## src/rtl/pll_lock_supervisor_if.sv

```systemverilog
// pll_lock_supervisor_if: status and control signals between the lock
// supervisor, its clock synthesizer and the downstream logic.
// The supervisor drives everything except the synthesizer's lock flag.
//
// Signalling: there is no valid/ready handshake on this interface. Every
// signal is a level. "ready" is a status level that means "the supervisor is
// in RUNNING"; it does not acknowledge a transfer. "locked" comes straight
// from the synthesizer and is asynchronous to the reference clock.
interface pll_lock_supervisor_if;
    logic       locked;         // lock flag from the synthesizer (async)
    logic       pll_reset;      // synthesizer RST pin, active high
    logic       system_reset;   // downstream reset, high until lock qualified
    logic       ready;          // high only in RUNNING
    logic [1:0] state;          // 0=RESET_PLL 1=WAIT_LOCK 2=STABILIZE 3=RUNNING
    logic [7:0] timeout_count;  // WAIT_LOCK timeouts, saturating
    logic [7:0] loss_count;     // lock losses from RUNNING, saturating

    // Supervisor side.
    modport master (
        input  locked,
        output pll_reset,
        output system_reset,
        output ready,
        output state,
        output timeout_count,
        output loss_count
    );

    // Environment side: the synthesizer and the downstream consumer.
    modport slave (
        output locked,
        input  pll_reset,
        input  system_reset,
        input  ready,
        input  state,
        input  timeout_count,
        input  loss_count
    );
endinterface

```

## src/rtl/pll_lock_supervisor.sv

```systemverilog
// pll_lock_supervisor: sequences a clock synthesizer (PLL/DCM) from the
// free-running reference clock that also feeds it. The synthesizer is held in
// reset, lock is awaited with a timeout, lock is qualified for a stable
// period and only then is the downstream system reset released. A loss of
// lock while running re-initializes the synthesizer.
//
// Optional feature macro: PLL_LOCK_GLITCH_FILTER_EN
//   undefined (default): one low cycle of synchronized lock in RUNNING is a
//                        lock loss; FILTER_CYCLES has no effect on behaviour.
//   defined:             lock loss needs FILTER_CYCLES consecutive low cycles
//                        of synchronized lock; shorter dips are ignored.
//
// Reset is asynchronous and active high. Its release is not synchronized
// here; it must come from a synchronous-release source.
module pll_lock_supervisor #(
    parameter int RESET_CYCLES  = 4,     // pll_reset high cycles per attempt
    parameter int LOCK_TIMEOUT  = 1024,  // WAIT_LOCK cycles before re-attempt
    parameter int STABLE_CYCLES = 256,   // consecutive lock cycles to release
    parameter int FILTER_CYCLES = 4      // low cycles that mean lock loss
) (
    input  logic                  clockin,
    input  logic                  reset,
    pll_lock_supervisor_if.master pls
);

    // The single cycle counter is sized to hold the largest terminal count
    // of any parameter, so no terminal compare can ever be unreachable.
    localparam int MAX_AB = (RESET_CYCLES > LOCK_TIMEOUT) ? RESET_CYCLES : LOCK_TIMEOUT;
    localparam int MAX_CD = (STABLE_CYCLES > FILTER_CYCLES) ? STABLE_CYCLES : FILTER_CYCLES;
    localparam int MAX_P  = (MAX_AB > MAX_CD) ? MAX_AB : MAX_CD;
    localparam int CNT_W  = $clog2(MAX_P) + 1;

    localparam logic [CNT_W-1:0] RESET_LAST   = CNT_W'(RESET_CYCLES - 1);
    localparam logic [CNT_W-1:0] TIMEOUT_LAST = CNT_W'(LOCK_TIMEOUT - 1);
    localparam logic [CNT_W-1:0] STABLE_LAST  = CNT_W'(STABLE_CYCLES - 1);

    typedef enum logic [1:0] {
        ST_RESET_PLL = 2'd0,
        ST_WAIT_LOCK = 2'd1,
        ST_STABILIZE = 2'd2,
        ST_RUNNING   = 2'd3
    } state_t;

    state_t            state_q;
    state_t            state_d;
    logic [CNT_W-1:0]  cnt_q;
    logic [1:0]        sync_q;
    logic              locked_sync;
    logic              lock_loss;
    logic              timeout_hit;
    logic              loss_hit;
    logic [7:0]        timeout_cnt_q;
    logic [7:0]        loss_cnt_q;

    // Two-flop synchronizer bringing the asynchronous lock flag into clockin.
    always_ff @(posedge clockin or posedge reset) begin
        if (reset) begin
            sync_q <= 2'b00;
        end else begin
            sync_q <= {sync_q[0], pls.locked};
        end
    end

    assign locked_sync = sync_q[1];

`ifdef PLL_LOCK_GLITCH_FILTER_EN
    localparam int FILT_W = $clog2(FILTER_CYCLES) + 1;
    localparam logic [FILT_W-1:0] FILTER_LAST = FILT_W'(FILTER_CYCLES - 1);

    logic [FILT_W-1:0] filt_q;

    // Run length of consecutive low lock cycles while RUNNING. Outside
    // RUNNING it is held at zero, so every entry to RUNNING starts clean.
    always_ff @(posedge clockin or posedge reset) begin
        if (reset) begin
            filt_q <= '0;
        end else if (state_q != ST_RUNNING || locked_sync) begin
            filt_q <= '0;
        end else if (!lock_loss) begin
            filt_q <= filt_q + FILT_W'(1);
        end
    end

    // Loss is declared on the FILTER_CYCLES-th consecutive low cycle.
    assign lock_loss = !locked_sync && (filt_q == FILTER_LAST);
`else
    // Without filtering, any single low cycle of lock counts as a loss.
    assign lock_loss = !locked_sync;
`endif

    // State register.
    always_ff @(posedge clockin or posedge reset) begin
        if (reset) begin
            state_q <= ST_RESET_PLL;
        end else begin
            state_q <= state_d;
        end
    end

    // Next-state logic and the one-cycle event strobes for the statistics.
    always_comb begin
        state_d     = state_q;
        timeout_hit = 1'b0;
        loss_hit    = 1'b0;
        case (state_q)
            ST_RESET_PLL: begin
                if (cnt_q == RESET_LAST) begin
                    state_d = ST_WAIT_LOCK;
                end
            end
            ST_WAIT_LOCK: begin
                // A lock seen on the very last timeout cycle still wins.
                if (locked_sync) begin
                    state_d = ST_STABILIZE;
                end else if (cnt_q == TIMEOUT_LAST) begin
                    state_d     = ST_RESET_PLL;
                    timeout_hit = 1'b1;
                end
            end
            ST_STABILIZE: begin
                // A dip here only restarts the wait; it is not a loss event.
                if (!locked_sync) begin
                    state_d = ST_WAIT_LOCK;
                end else if (cnt_q == STABLE_LAST) begin
                    state_d = ST_RUNNING;
                end
            end
            ST_RUNNING: begin
                if (lock_loss) begin
                    state_d  = ST_RESET_PLL;
                    loss_hit = 1'b1;
                end
            end
            default: begin
                state_d = ST_RESET_PLL;
            end
        endcase
    end

    // Cycle counter: zero on every state change, counts otherwise. It holds
    // at all-ones so a long RUNNING stay cannot wrap it back into a terminal
    // count.
    always_ff @(posedge clockin or posedge reset) begin
        if (reset) begin
            cnt_q <= '0;
        end else if (state_d != state_q) begin
            cnt_q <= '0;
        end else if (cnt_q != '1) begin
            cnt_q <= cnt_q + CNT_W'(1);
        end
    end

    // Saturating count of WAIT_LOCK timeouts.
    always_ff @(posedge clockin or posedge reset) begin
        if (reset) begin
            timeout_cnt_q <= 8'd0;
        end else if (timeout_hit && timeout_cnt_q != 8'hFF) begin
            timeout_cnt_q <= timeout_cnt_q + 8'd1;
        end
    end

    // Saturating count of lock losses out of RUNNING.
    always_ff @(posedge clockin or posedge reset) begin
        if (reset) begin
            loss_cnt_q <= 8'd0;
        end else if (loss_hit && loss_cnt_q != 8'hFF) begin
            loss_cnt_q <= loss_cnt_q + 8'd1;
        end
    end

    // All outputs decode directly from registers, so they change with the
    // asynchronous reset and never glitch on lock input activity.
    assign pls.pll_reset     = (state_q == ST_RESET_PLL);
    assign pls.system_reset  = (state_q != ST_RUNNING);
    assign pls.ready         = (state_q == ST_RUNNING);
    assign pls.state         = state_q;
    assign pls.timeout_count = timeout_cnt_q;
    assign pls.loss_count    = loss_cnt_q;

endmodule

```

## src/flat_wrapper.sv

```systemverilog
// flat-port wrapper written by rule: the top's interface ports become plain ports
module pll_lock_supervisor_flat 
#(
    parameter int RESET_CYCLES  = 4,                                         
    parameter int LOCK_TIMEOUT  = 1024,                                       
    parameter int STABLE_CYCLES = 256,                                        
    parameter int FILTER_CYCLES = 4                                       
)
  (clockin, reset, pls_locked, pls_pll_reset, pls_system_reset, pls_ready, pls_state, pls_timeout_count, pls_loss_count);
  pll_lock_supervisor_if pls_i ();
  input  logic clockin;
  input  logic reset;
  input wire logic [$bits(pls_i.locked)-1:0] pls_locked;
  output wire logic [$bits(pls_i.pll_reset)-1:0] pls_pll_reset;
  output wire logic [$bits(pls_i.system_reset)-1:0] pls_system_reset;
  output wire logic [$bits(pls_i.ready)-1:0] pls_ready;
  output wire logic [$bits(pls_i.state)-1:0] pls_state;
  output wire logic [$bits(pls_i.timeout_count)-1:0] pls_timeout_count;
  output wire logic [$bits(pls_i.loss_count)-1:0] pls_loss_count;
  assign pls_i.locked = pls_locked;
  assign pls_pll_reset = pls_i.pll_reset;
  assign pls_system_reset = pls_i.system_reset;
  assign pls_ready = pls_i.ready;
  assign pls_state = pls_i.state;
  assign pls_timeout_count = pls_i.timeout_count;
  assign pls_loss_count = pls_i.loss_count;
  pll_lock_supervisor #(.RESET_CYCLES(RESET_CYCLES), .LOCK_TIMEOUT(LOCK_TIMEOUT), .STABLE_CYCLES(STABLE_CYCLES), .FILTER_CYCLES(FILTER_CYCLES)) u_core (.clockin(clockin), .reset(reset), .pls(pls_i));
endmodule
```

## config.mk

```make
export PLATFORM = sky130hd
export DESIGN_NAME = pll_lock_supervisor_flat
export DESIGN_NICKNAME = d
export VERILOG_FILES = /design/src/rtl/pll_lock_supervisor_if.sv /design/src/rtl/pll_lock_supervisor.sv /design/src/flat_wrapper.sv
export SDC_FILE = /design/constraint.sdc
export NUM_CORES = 1
export LEC_CHECK = 0
export CAP_MARGIN = 20
export CORE_MARGIN = 8
export CORE_UTILIZATION = 39
export CTS_BUF_LIST = sky130_fd_sc_hd__clkbuf_8 sky130_fd_sc_hd__clkbuf_16
export DETAILED_ROUTE_END_ITERATION = 8
export GPL_TIMING_DRIVEN = 0
export MAX_ROUTING_LAYER = met4
export SYNTH_ARGS = -nofsm -noshare
export SYNTH_HDL_FRONTEND = slang
export SYNTH_SLANG_ARGS = --single-unit
```

## constraint.sdc

```tcl
create_clock -name clockin -period 2.35 [get_ports clockin]
set_input_delay 0.47 -clock clockin [delete_from_list [all_inputs] [get_ports clockin]]
set_output_delay 0.47 -clock clockin [all_outputs]
set_load 0.02 [all_outputs]
```

==> metrics list, run 1 <==
- Of the total synthesized cell area, the portion taken by XOR and XNOR cells is 0.0940.
* Worst setup skew after layout: 0.00401 ns
* Reg-to-reg setup timing slack: 0.10 ns
- FF-to-FF Start: u_core.pls.state[1]
* Hold worst-path end: u_core.sync_q[1]
- Synthesis-to-layout area growth: 26.3%
- Post-place instance area: 0.00190 mm²
- Final Max Slew Viols: 0
* Distinct cell type count after synthesis: 40
- Of the total synthesized cell area, the portion taken by full adders, half adders and majority gates is 0.0237.
- Share of synthesized area occupied by flip-flops and latches: 0.490
- Horiz. Die Dim: 79.7 µm
- For this design the static power due to leakage is 0.882 nW.
- Highest fanout seen on the critical path: 9
- Setup violations remaining at the end of the flow were counted as 0.
- Dividing the detail-routed wire length by the instance count gives 14.7 µm.
- For this run, the leading register cell type out of synthesis is dfrtp_1.
* Sink Count: 31
- Worst hold path depth: 0
* Number of cells on the worst reg-to-reg path: 6
- Count of input and output buffers: 23
* Synth Area in Compound Gates: 0.112
- Wire length of the first global-routing pass: 5780 µm
* Worst flop-to-flop path endpoint: u_core.pls.timeout_count[1]
- Final critical-path share of the clock period: 0.955
* DRC errors left: 0
* Via density per instance: 5.38
- Summing every instance area after synthesis gives 0.00158 mm².
- The number of antenna violations at the first check in global routing was 0.
* Arr. time, crit path: 2.41 ns
* Die height: 79.7 µm
* Max-Cap Viols: 0
- After synthesis, the largest family of logic cells by area is simple AND/OR/NAND/NOR gates.
* Slew at the pin closest to its max-slew limit: 0.699 ns
- For this configuration, the core starts out at a cell density of 0.402.
* RSZ-0062 raised after global routing: no
- Count of pins on the block boundary: 24
* Launching element type of the critical path: flop
- Total power after layout: 0.00151 W
- Count of flip-flops with a built-in enable after synthesis: 0
* Final antenna-violating net count: 0
- In this run the power density over the cells is 753 mW/mm².
- PnR worst setup slack: 0.105 ns
* Clock latency reported for the late side of the worst-skew pair: 0.28 ns
- The first routing iteration left 45 violations.
- Startpoint of the most critical hold path: u_core.sync_q[0]
- Of the cells placed in the final design, the portion with a size suffix greater than 1 is 0.104.
- Detail Placement HPWL: 2550 µm
- In this run the clock root is driven by a clkbuf_8.
- Peak VDD IR: 505 µV
- Number of rows created at floorplan: 23
- The via count of the first global-routing pass was 1234.
* Largest net degree at the start of global routing: 18
* Post-synth ARST share: 1.00
- Share of Yosys cell area claimed by the top area cell type: 0.490
- Clock-pin slew of the registers on the worst-case setup and hold paths: 0.07 ns
- For this run, the share of the core covered by cells in the final layout is 0.507.
- Layout net count: 187
- Multiplexer fraction of the synthesized cell area: 0.0332
- The die covers 0.00636 mm².
- In this run the standard cell core region covers 0.00394 mm².
- Startpoint-to-endpoint class of the critical path: reg2reg
- In this run, synthesis produced a sequential element count of 31.
- DRT Wirelength: 3410 µm
- Library cell with the largest summed area after synthesis: dfrtp_1
- At the end of routability-driven placement, the weighted congestion stood at 0.827.
* Summed negative setup slack over all endpoints: 0 ns
- Drt pass-1 iters: 4
* Sort of element at the end of the critical path: flop
- Synthesized-area fraction occupied by and/or/nand/nor cells: 0.214
- Status: finished, final reports clean
- Max Fclk: 445 MHz
- Leftover overflow at the end of global routing: 0
- The H-tree generated during clock tree synthesis spans 2 levels.
- Max Buffers Root-to-Sink: 2
- Max-slew headroom at the worst pin: 0.532
- GRT Overall Usage: 0.117
- Cell count after synthesis: 149
* Required time of the worst setup path: 2.51 ns
- Minimum clock period: 2.25 ns
* TritonCTS clock tree: yes
* Cell types with the largest area share after synthesis: dfrtp_1 49%, xor2_1 6.6%, a21oi_1 3.5%
* Final count of hold timing violations: 0
- For this run, the number of Yosys warnings is 0.
* Net Count, Synth: 155
* Vias: 1247
* Worst setup timing slack at the placement stage: 0.0650 ns
- The repair_antennas step left the layout with diodes totalling 0.
- The number of hold buffers added after CTS was 0.
- Once layout is done, the placed cells without fillers occupy 0.00200 mm².
- Number of buffers created by CTS: 5
* Post-synthesis average cell area: 10.6 µm²
* Class of the tightest hold or removal check: reg2reg
-- layout by cell type, fill, tap and decap left out, drive strengths merged, types with 2 or more instances in the layout --
master	instances
nand2b	2
clkdlybuf4s50	23
inv	7
and3	4
a21oi	11
nand4	5
clkbuf	8
dfrtp	31
and2	2
a211oi	2
and4	3
nor4	4
nor2	6
xnor2	5
mux2i	3
buf	3
nor3	5
o21ai	7
nand2	7
nand3	11
o311ai	2
ha	3
mux2	2
xor2	12
-- routing by layer --
layer | global-route usage | share of wire | vias up
li1 | - | - | 611
met1 | 0.130 | 0.44 | 614
met2 | 0.195 | 0.50 | 20
met3 | 0.0383 | 0.047 | 2
met4 | 0.0327 | 0.0064 | 0
met5 | - | 0 | -
-- worst max-delay path: stages (launching register included) --
cell     delay, ns
dfrtp_1       0.39
buf_6         0.14
or4b_1        0.48
or4_1         0.54
buf_6         0.16
nor2_4        0.10
mux2_1        0.32
-- sequential cells by signal, summed over array words and instances (netlist names) --
signal and cells:
u_core.pls.state 2, u_core.pls.timeout_count 8, u_core.cnt_q 11, u_core.sync_q 2, u_core.pls.loss_count 8
-- timing repair --
| action | in CTS | in global routing |
|---|---|---|
| gates resized for setup | 0 | 3 |
| endpoints found under the hold margin | 0 | 0 |
| endpoints found under the setup margin | 0 | 11 |
| buffers inserted | 0 | 0 |
-- Yosys cell counts (2+ instances only) --
cell,number
o311ai_0,2
a21oi_1,11
nor2_1,5
and2_1,2
a211oi_1,2
ha_1,3
and3_1,4
and4_1,3
xnor2_1,5
clkbuf_1,2
nand3_1,11
nor4_2,3
nand2b_1,2
nand2_1,7
buf_6,2
o21ai_0,6
inv_1,6
nand4_1,5
xor2_1,12
dfrtp_1,31
mux2i_1,3
nor3_1,4
-- how the worst max path moves through the flow --
stage | from | end | slack [ns]
after floorplan | u_core.pls.state[1] | u_core.pls.timeout_count[1] | 0.04
after global placement | u_core.pls.state[1] | u_core.pls.timeout_count[1] | 0.08
after detailed placement | u_core.pls.state[1] | u_core.pls.timeout_count[1] | 0.06
after CTS | u_core.pls.state[1] | u_core.pls.timeout_count[1] | 0.05
after global routing | u_core.pls.state[1] | u_core.pls.timeout_count[1] | 0.01
final | u_core.pls.state[1] | u_core.pls.timeout_count[1] | 0.10
-- through the flow --
stage	hold slack, ns	instances
after global routing	0.366	232
final	0.348	232
after CTS	0.352	231
after global placement	0.332	222
after floorplan	0.331	149
after detailed placement	0.336	223
-- power by group --
group	total, W	internal (W)	switching, W
Combinational	0.000430	0.000194	0.000236
Sequential	0.000677	0.000598	0.0000787
Clock	0.000400	0.000202	0.000197
-- cell type report --
type,count,area (µm²)
clock inverter,3,16.3
multi-input combinational,108,761
fill,359,1940
inverter,6,22.5
timing repair buffer,25,263
tap,50,62.6
buffer,4,31.3
sequential,31,776
clock buffer,5,68.8
-- logic make-up (layout without fill, tap and decap cells) --
group,count (synthesis),after routing
xor gates and xnor gates,17,17
muxes,5,5
adders and majority gates,3,3
AOI/OAI and AO/OA,28,28
DFF,31,31
and+or+nand+nor,55,55
buffers and inverters,10,43
(Power assumes the default switching activity.)
==> inputs of run 2 (changes only) <==
--- a/config.mk
+++ b/config.mk
@@ -10,6 +10,7 @@
 export CORE_UTILIZATION = 39
 export CTS_BUF_LIST = sky130_fd_sc_hd__clkbuf_8 sky130_fd_sc_hd__clkbuf_16
 export DETAILED_ROUTE_END_ITERATION = 8
+export GPL_ROUTABILITY_DRIVEN = 1
 export GPL_TIMING_DRIVEN = 0
 export MAX_ROUTING_LAYER = met4
 export SYNTH_ARGS = -nofsm -noshare
==> results of run 2 <==
Same layout as run 1: the final DEF is identical, and so are final timing and power.
